<file path="config.mk">
export PLATFORM = sky130hd
export DESIGN_NAME = id_ex_stage
export DESIGN_NICKNAME = d
export VERILOG_FILES = /design/src/rtl/id_ex_stage_pkg.sv /design/src/rtl/id_ex_stage_hazard_detect.sv /design/src/rtl/id_ex_stage.sv
export SDC_FILE = /design/constraint.sdc
export NUM_CORES = 1
export LEC_CHECK = 0
export ABC_AREA = 1
export CORE_AREA = 8 8 141 143
export DETAILED_ROUTE_END_ITERATION = 16
export DIE_AREA = 0 0 149 151
export DONT_BUFFER_PORTS = 1
export GPL_ROUTABILITY_DRIVEN = 0
export SLEW_MARGIN = 40
export SYNTH_ARGS = -nofsm -noshare
export SYNTH_HDL_FRONTEND = slang
export SYNTH_SLANG_ARGS = --single-unit
</file>
<file path="constraint.sdc">
create_clock -name clk -period 3.9 [get_ports clk]
set_clock_uncertainty 0.2 [all_clocks]
set_input_delay 1.17 -clock clk [delete_from_list [all_inputs] [get_ports clk]]
set_output_delay 1.17 -clock clk [all_outputs]
set_load 0.1 [all_outputs]
</file>
<file path="src/rtl/id_ex_stage_pkg.sv">
// Shared widths, ALU operation encodings and the control bundle for the ID/EX stage.
package id_ex_stage_pkg;

  localparam int DEF_DATA_W = 32;
  localparam int DEF_REG_AW = 5;
  localparam int DEF_CNT_W  = 16;

  // ALUOp encodings carried from decode to EX
  localparam logic [3:0] ALU_AND = 4'd0;
  localparam logic [3:0] ALU_OR  = 4'd1;
  localparam logic [3:0] ALU_ADD = 4'd2;
  localparam logic [3:0] ALU_SUB = 4'd6;
  localparam logic [3:0] ALU_SLT = 4'd7;
  localparam logic [3:0] ALU_NOR = 4'd12;

  typedef struct packed {
    logic       reg_write;
    logic       mem_read;
    logic       mem_write;
    logic       mem_to_reg;
    logic       alu_src;
    logic       reg_dst;
    logic [3:0] alu_op;
  } ctrl_t;

  // A bubble is an instruction with every control bit cleared
  localparam ctrl_t CTRL_BUBBLE = '0;

endpackage

</file>
<file path="src/rtl/id_ex_stage_hazard_detect.sv">
// Load-use hazard detection and PC / IF-ID write enables.
module id_ex_stage_hazard_detect #(
  parameter int REG_AW = 5
) (
  input  logic              mem_read_ex_i,
  input  logic              valid_ex_i,
  input  logic [REG_AW-1:0] rt_ex_i,
  input  logic              valid_id_i,
  input  logic [REG_AW-1:0] rs_id_i,
  input  logic [REG_AW-1:0] rt_id_i,
  input  logic              uses_rt_id_i,
  input  logic              hold_i,
  input  logic              flush_i,
  output logic              lu_o,
  output logic              pc_write_o,
  output logic              ifid_write_o
);

  // A load in EX whose destination (never $0) feeds a source of the ID instruction
  always_comb begin
    lu_o = mem_read_ex_i & valid_ex_i & (rt_ex_i != '0) & valid_id_i &
           ((rt_ex_i == rs_id_i) | (uses_rt_id_i & (rt_ex_i == rt_id_i)));
    // A flush discards the dependent instruction, so the front end need not stall for it
    pc_write_o   = ~hold_i & ~(lu_o & ~flush_i);
    ifid_write_o = pc_write_o;
  end

endmodule

</file>
<file path="src/rtl/id_ex_stage.sv">
// ID/EX pipeline register with load-use bubble insertion, flush, hold and bubble counter.
// Update priority per edge: reset, hold (freeze), flush (bubble), load-use (bubble + count), load.
module id_ex_stage
  import id_ex_stage_pkg::*;
#(
  parameter int DATA_W = DEF_DATA_W,
  parameter int REG_AW = DEF_REG_AW,
  parameter int CNT_W  = DEF_CNT_W
) (
  input  logic              clk,
  input  logic              rst,
  input  logic              hold,
  input  logic              flush,
  input  logic              valid_id,
  input  logic [REG_AW-1:0] rs_id,
  input  logic [REG_AW-1:0] rt_id,
  input  logic [REG_AW-1:0] rd_id,
  input  logic              uses_rt_id,
  input  logic [DATA_W-1:0] rdata1_id,
  input  logic [DATA_W-1:0] rdata2_id,
  input  logic [DATA_W-1:0] imm_id,
  input  logic              RegWrite_id,
  input  logic              MemRead_id,
  input  logic              MemWrite_id,
  input  logic              MemtoReg_id,
  input  logic              ALUSrc_id,
  input  logic              RegDst_id,
  input  logic [3:0]        ALUOp_id,
  output logic              valid_ex,
  output logic [REG_AW-1:0] rs_ex,
  output logic [REG_AW-1:0] rt_ex,
  output logic [REG_AW-1:0] rd_ex,
  output logic [DATA_W-1:0] rdata1_ex,
  output logic [DATA_W-1:0] rdata2_ex,
  output logic [DATA_W-1:0] imm_ex,
  output logic              RegWrite_ex,
  output logic              MemRead_ex,
  output logic              MemWrite_ex,
  output logic              MemtoReg_ex,
  output logic              ALUSrc_ex,
  output logic              RegDst_ex,
  output logic [3:0]        ALUOp_ex,
  output logic              pc_write,
  output logic              ifid_write,
  output logic [CNT_W-1:0]  bubble_cnt
);

  localparam logic [CNT_W-1:0] CNT_MAX = {CNT_W{1'b1}};

  ctrl_t              ctrl_q, ctrl_d, ctrl_id;
  logic               valid_q, valid_d;
  logic [REG_AW-1:0]  rs_q, rs_d, rt_q, rt_d, rd_q, rd_d;
  logic [DATA_W-1:0]  rdata1_q, rdata1_d, rdata2_q, rdata2_d, imm_q, imm_d;
  logic [CNT_W-1:0]   cnt_q, cnt_d;
  logic               lu;

  id_ex_stage_hazard_detect #(.REG_AW(REG_AW)) u_hazard (
    .mem_read_ex_i (ctrl_q.mem_read),
    .valid_ex_i    (valid_q),
    .rt_ex_i       (rt_q),
    .valid_id_i    (valid_id),
    .rs_id_i       (rs_id),
    .rt_id_i       (rt_id),
    .uses_rt_id_i  (uses_rt_id),
    .hold_i        (hold),
    .flush_i       (flush),
    .lu_o          (lu),
    .pc_write_o    (pc_write),
    .ifid_write_o  (ifid_write)
  );

  // Next-state selection: freeze, bubble, or capture the ID instruction
  always_comb begin
    ctrl_id  = valid_id ? ctrl_t'{reg_write:  RegWrite_id, mem_read: MemRead_id,
                                  mem_write:  MemWrite_id, mem_to_reg: MemtoReg_id,
                                  alu_src:    ALUSrc_id,   reg_dst: RegDst_id,
                                  alu_op:     ALUOp_id}
                        : CTRL_BUBBLE;
    ctrl_d   = ctrl_q;
    valid_d  = valid_q;
    rs_d     = rs_q;
    rt_d     = rt_q;
    rd_d     = rd_q;
    rdata1_d = rdata1_q;
    rdata2_d = rdata2_q;
    imm_d    = imm_q;
    cnt_d    = cnt_q;
    if (hold) begin
      // everything retains its value; flush and lu wait for the release
    end else if (flush || lu) begin
      ctrl_d   = CTRL_BUBBLE;
      valid_d  = 1'b0;
      rs_d     = '0;
      rt_d     = '0;
      rd_d     = '0;
      rdata1_d = '0;
      rdata2_d = '0;
      imm_d    = '0;
      if (!flush && (cnt_q != CNT_MAX)) cnt_d = cnt_q + 1'b1;
    end else begin
      ctrl_d   = ctrl_id;
      valid_d  = valid_id;
      rs_d     = rs_id;
      rt_d     = rt_id;
      rd_d     = rd_id;
      rdata1_d = rdata1_id;
      rdata2_d = rdata2_id;
      imm_d    = imm_id;
    end
  end

  // Pipeline register and bubble counter, synchronous reset
  always_ff @(posedge clk) begin
    if (rst) begin
      ctrl_q   <= CTRL_BUBBLE;
      valid_q  <= 1'b0;
      rs_q     <= '0;
      rt_q     <= '0;
      rd_q     <= '0;
      rdata1_q <= '0;
      rdata2_q <= '0;
      imm_q    <= '0;
      cnt_q    <= '0;
    end else begin
      ctrl_q   <= ctrl_d;
      valid_q  <= valid_d;
      rs_q     <= rs_d;
      rt_q     <= rt_d;
      rd_q     <= rd_d;
      rdata1_q <= rdata1_d;
      rdata2_q <= rdata2_d;
      imm_q    <= imm_d;
      cnt_q    <= cnt_d;
    end
  end

  assign valid_ex    = valid_q;
  assign rs_ex       = rs_q;
  assign rt_ex       = rt_q;
  assign rd_ex       = rd_q;
  assign rdata1_ex   = rdata1_q;
  assign rdata2_ex   = rdata2_q;
  assign imm_ex      = imm_q;
  assign RegWrite_ex = ctrl_q.reg_write;
  assign MemRead_ex  = ctrl_q.mem_read;
  assign MemWrite_ex = ctrl_q.mem_write;
  assign MemtoReg_ex = ctrl_q.mem_to_reg;
  assign ALUSrc_ex   = ctrl_q.alu_src;
  assign RegDst_ex   = ctrl_q.reg_dst;
  assign ALUOp_ex    = ctrl_q.alu_op;
  assign bubble_cnt  = cnt_q;

endmodule

</file>
# Word level (Yosys, flattened, before mapping)
# Index checks and enable logic that the tools add are counted.
[word_totals]
reg_bits = 138
inputBits = 127
out_inout_bits = 140
wordCells = 44
[classes]
addsub = 1
n_eq_ne = 3
muxes = 9
bitwise_logic = 11
n_reduce_logical = 5
[ops]
columns = ["cell", "count"]
rows = [
  ["32-bit 2-to-1 mux", 3],
  ["10-bit 2-to-1 mux", 2],
  ["16-bit by 1-bit adder with 16-bit output, second input constant", 1],
  ["16-bit inequality test, second input constant", 1],
  ["5-bit 2-to-1 mux", 3],
  ["5-bit == test", 2],
  ["1-bit AND", 7],
  ["5-bit nonzero test", 1],
  ["1-bit NOT", 3],
  ["3-bit AND reduction", 1],
  ["1-bit logical AND", 1],
  ["1-bit logical NOT", 1],
  ["1-bit logical OR", 1],
  ["1-bit 2-to-1 mux", 1],
  ["1-bit OR", 1],
]

# Depth between registers and ports, before layout
[depth]
word_depth = 7
depth_mapped = 11
ltp_nobuf = 11

# By module
# Synthesis repeated with hierarchy kept, for this count alone.
[unflattened]
hier_cells = 765
hier_area_um2 = 5609.1
[modules_own_cells]
columns = ["module", "n_inst", "cells_each", "area_per_inst_um2", "seq_area_each_um2"]
rows = [
  ["id_ex_stage", 1, 703, 5356.4, 2762.6],
  ["id_ex_stage_hazard_detect", 1, 62, 252.7, 0.0],
]

# Worst setup path after synthesis
# Ideal clock, no wire load.
[synth_timing]
path_kind = "in2out"
start = "input port rt_id[0]"
end = "output port pc_write"
t_arrival_ps = 2716
required_ps = 2530
slack_ps = -186
stages = 10
n_path_buf = 1
path_cell_list = "inv_1 nand2_1 nand2_1 nor2_1 nand3_1 nand2_2 nand3_2 nand2_1 inv_1 buf_4"
[synth_via]
elab_chain_len = 7
[synth_rtl]
columns = ["element", "line", "rtl"]
rows = [
  ["from (decl)", "id_ex_stage.sv:16", "input logic [REG_AW-1:0] rt_id,"],
  ["5-bit == test", "id_ex_stage_hazard_detect.sv:22", "((rt_ex_i == rs_id_i) | (uses_rt_id_i & (rt_ex_i == rt_id_i)));"],
  ["1-bit AND", "id_ex_stage_hazard_detect.sv:22", ""],
  ["1-bit OR", "id_ex_stage_hazard_detect.sv:22", ""],
  ["1-bit AND", "id_ex_stage_hazard_detect.sv:21", "lu_o = mem_read_ex_i & valid_ex_i & (rt_ex_i != '0) & valid_id_i &"],
  ["1-bit AND", "id_ex_stage_hazard_detect.sv:24", "pc_write_o = ~hold_i & ~(lu_o & ~flush_i);"],
  ["1-bit NOT", "id_ex_stage_hazard_detect.sv:24", ""],
  ["1-bit AND", "id_ex_stage_hazard_detect.sv:24", ""],
  ["to (decl)", "id_ex_stage.sv:43", "output logic pc_write,"],
]
# Every way passes these cells.

# Final worst setup path
[layout_timing]
start = "input port rs_id[3]"
end = "output port pc_write"
[layout_via]
elab_chain_len = 6
[layout_rtl]
columns = ["element", "line", "rtl"]
rows = [
  ["from (decl)", "id_ex_stage.sv:15", "input logic [REG_AW-1:0] rs_id,"],
  ["5-bit == test", "id_ex_stage_hazard_detect.sv:22", ""],
  ["1-bit OR", "id_ex_stage_hazard_detect.sv:22", ""],
  ["1-bit AND", "id_ex_stage_hazard_detect.sv:21", ""],
  ["1-bit AND", "id_ex_stage_hazard_detect.sv:24", ""],
  ["1-bit NOT", "id_ex_stage_hazard_detect.sv:24", ""],
  ["1-bit AND", "id_ex_stage_hazard_detect.sv:24", ""],
]
# Every way passes these cells.

==> impl_results.md <==
- Compound-gate portion of the synthesized area: 12.5%
- Fin crit period: 3560 ps
- Fin crit share: 91.2%
- Port-buffer cells: 0
- Final Hold Viols: 0
- WP data required: 2530 ps
- Cts repair resizes: 0
- Clock-pin slew on the worst setup and hold paths: 60 ps
- #FFs+latches synth: 138
- Remaining DRCs: 0
- Mux cell area share after synthesis: 0%
- Max VDD drop: 0.269 mV
- Top cells by area, synth: dfxtp_1 (50%), nand2_1 (13%), a21oi_1 (12%)
- Yosys cell types: 23
- Share of layout cells above drive strength 1: 26.6%
- Hold Path Class: flop to flop
- Status: finished clean
- Setup violators final: 0
- Rows: 49
- Non-Filler Instances: 965
- CTS Buf Count: 17
- Placed insts: 933
- Critical path class: input port to output pin
- Root Buffer Master: clkbuf_16
- Final core utilization: 36.8%
- CP cell instances: inv_1 > nand2_1 > nand2_1 > nor2_1 > nand3_1 > nand2_2 > nand3_2 > nand2_2 > clkinvlp_4 > buf_4
- Critical path peak fanout: 3
- Htree depth: 4
- Critical path's largest stage delay: 240 ps
- DRT Pass-1 Iters: 4
- CP endpoint kind: output pin
- Die W: 149 um
- Global route overflow: 0
- Vias per inst: 5.04
- DIE AREA: 22500 sq um
- Synth Area in Simple Gates: 28.2%
- Layout area overhead: 17.5%
- Share of the synthesized area in the top cell type: 50.0%
- Top-count cell post-synth: nand2_1
- # hold bufs at CTS: 0
- Total GRT Usage: 14.4%
- Initial antenna violation count: 0
- Hold_ws: 293 ps
- Die Ht: 151 um
- RSZ-0062 raised after global routing: no
- XOR/XNOR Fraction of Synth Area: 2.22%
- CTS tree: yes
- Worst Max-Slew Pin Slew: 630 ps
- Antenna diodes: 0
- Predominant post-synthesis flop cell: dfxtp_1
- PD cells: 528 nW/um^2
- Worst Path Buf+Inv: 3
- Slew Limit Headroom: 58.0%
- Initial Utilization: 31.3%
- Wirelength, routed: 17.3 mm
- CP arrival: 2190 ps
- Max clock buf depth: 2
- Pin count of the biggest net entering global routing: 138
- Starting DRT DRC Count: 341
- Post-synth top area cell: dfxtp_1
- Fin. max-slew vios: 0
- First-pass GRT wire length: 25.6 mm
- Largest family of logic cells by synthesized area: simple AND/OR/NAND/NOR gates
- Post-DP HPWL: 11.8 mm
- Post-synth top cells: nand2_1 (195), dfxtp_1 (138), a21oi_1 (136), nand3_1 (119), clkbuf_1 (35)
- Top cell family by delay on the critical path: simple AND/OR/NAND/NOR gates
- Postcts setup bufs: 0
- Via count: 4860
- CP max stage cell: buf_4
- Wirelength per Cell: 17.9 um
- Mapped Area: 5530 sq um
- Clk_lat worst skew: 400 ps
- NumNets Final: 851
- Async SR Flop Fraction: 0%
- Num Clock Sinks: 138
- Yosys warnings: 0
- EDFF count, synth: 0
- Vias in the first global route: 4543
- Cells after Synth: 732
- Fillers: 1864
- LEAKAGE: 2.36 nW
- Max cap viols: 0
- Peak Freq: 0.281 GHz
- Adder-Cell Fraction of Synth Area: 0.226%
- Num ports: 267
- Core Region: 17700 sq um
- Setup crit start kind: input port
- Syn_area_per_cell: 7.55 sq um
- Syn nets: 860
- Sequential share of the synthesized area: 50.0%
- Routed Antenna Nets: 0
state kept, by name (all words and copies together) (netlist names), 4 cells and up:
signal / count
bubble_cnt: 16
rdata2_ex: 32
imm_ex: 32
rs_ex: 5
ALUOp_ex: 4
rdata1_ex: 32
rd_ex: 5
rt_ex: 5
stage by stage:
stage / setup slack (ps) / instance area, sq um / TNS [ps] / power (mW)
after global routing: 240 / 6500 / 0 / 3.57
after CTS: 343 / 6500 / 0 / 3.48
after floorplan: -28.5 / 5560 / -28.5 / 1.98
after detailed placement: 349 / 5960 / 0 / 2.00
after global placement: 377 / 5820 / 0 / 1.98
final: 344 / 6500 / 0 / 3.43
routing by layer:
layer  track usage [%]  routed length, um  vias to the layer above
met5                 0                  0                        -
met4              5.00                270                        0
met3              7.23               1810                       17
met2              22.9               8390                      169
met1              16.3               6840                     2260
li1                  -                  -                     2414
layout by cell type (no fill, tap or decap), drive strengths merged:
master      n
dfxtp     138
nor3        3
clkinvlp    5
buf        31
ha          1
nor2       24
nand2     197
o21ai       1
clkinv      5
xor2       12
inv        27
a21oi     136
xnor2       2
nand4      14
clkbuf     19
nand3     120
o21bai      1
worst register-to-register path, stage by stage, from the launching register on:
cell and delay, ps:
dfxtp_1 360, buf_4 320, nand2_1 100, nand2_1 70
nor2_1 40, nand3_1 70, nand2_2 100, nand2_4 480
buf_4 320, nand4_1 120, a21oi_1 160
report_power, final:
part / switching (mW) / leakage, nW / internal, mW
sequential: 0.354 / 1.17 / 1.47
combinational: 0.0889 / 0.924 / 0.0528
clock: 0.634 / 0.256 / 0.834
total: 1.08 / 2.36 / 2.35
final timing paths:
check	start	to	slack, ps	cells after the start
worst max-delay path	rs_id[3]	pc_write	340	10
worst min-delay path	bubble_cnt[7]$_SDFFE_PP0P_	bubble_cnt[7]$_SDFFE_PP0P_	290	2
worst max register to register	rt_ex[3]$_SDFFE_PP0N_	RegDst_ex$_SDFFE_PP0N_	1480	10
worst min register to register	bubble_cnt[7]$_SDFFE_PP0P_	bubble_cnt[7]$_SDFFE_PP0P_	290	2
logic make-up (layout without fill, tap and decap cells):
logic type | count (synthesis) | count (layout)
xor gates and xnor gates | 14 | 14
buffers and inverters | 83 | 87
adders and majority gates | 1 | 1
and+or+nand+nor | 358 | 358
DFF | 138 | 138
AOI/OAI and AO/OA | 138 | 138
final cells by class:
type / instances / area, sq um / share of cell area (%)
clock buffer: 19 / 443 / 6.82
clock inverter: 13 / 93.8 / 1.44
inverter: 24 / 101 / 1.56
multi-input combinational: 511 / 2410 / 37.1
sequential: 138 / 2910 / 44.7
tap: 229 / 287 / 4.41
timing repair buffer: 31 / 258 / 3.97
No activity file was read; power rests on OpenSTA's default activity.
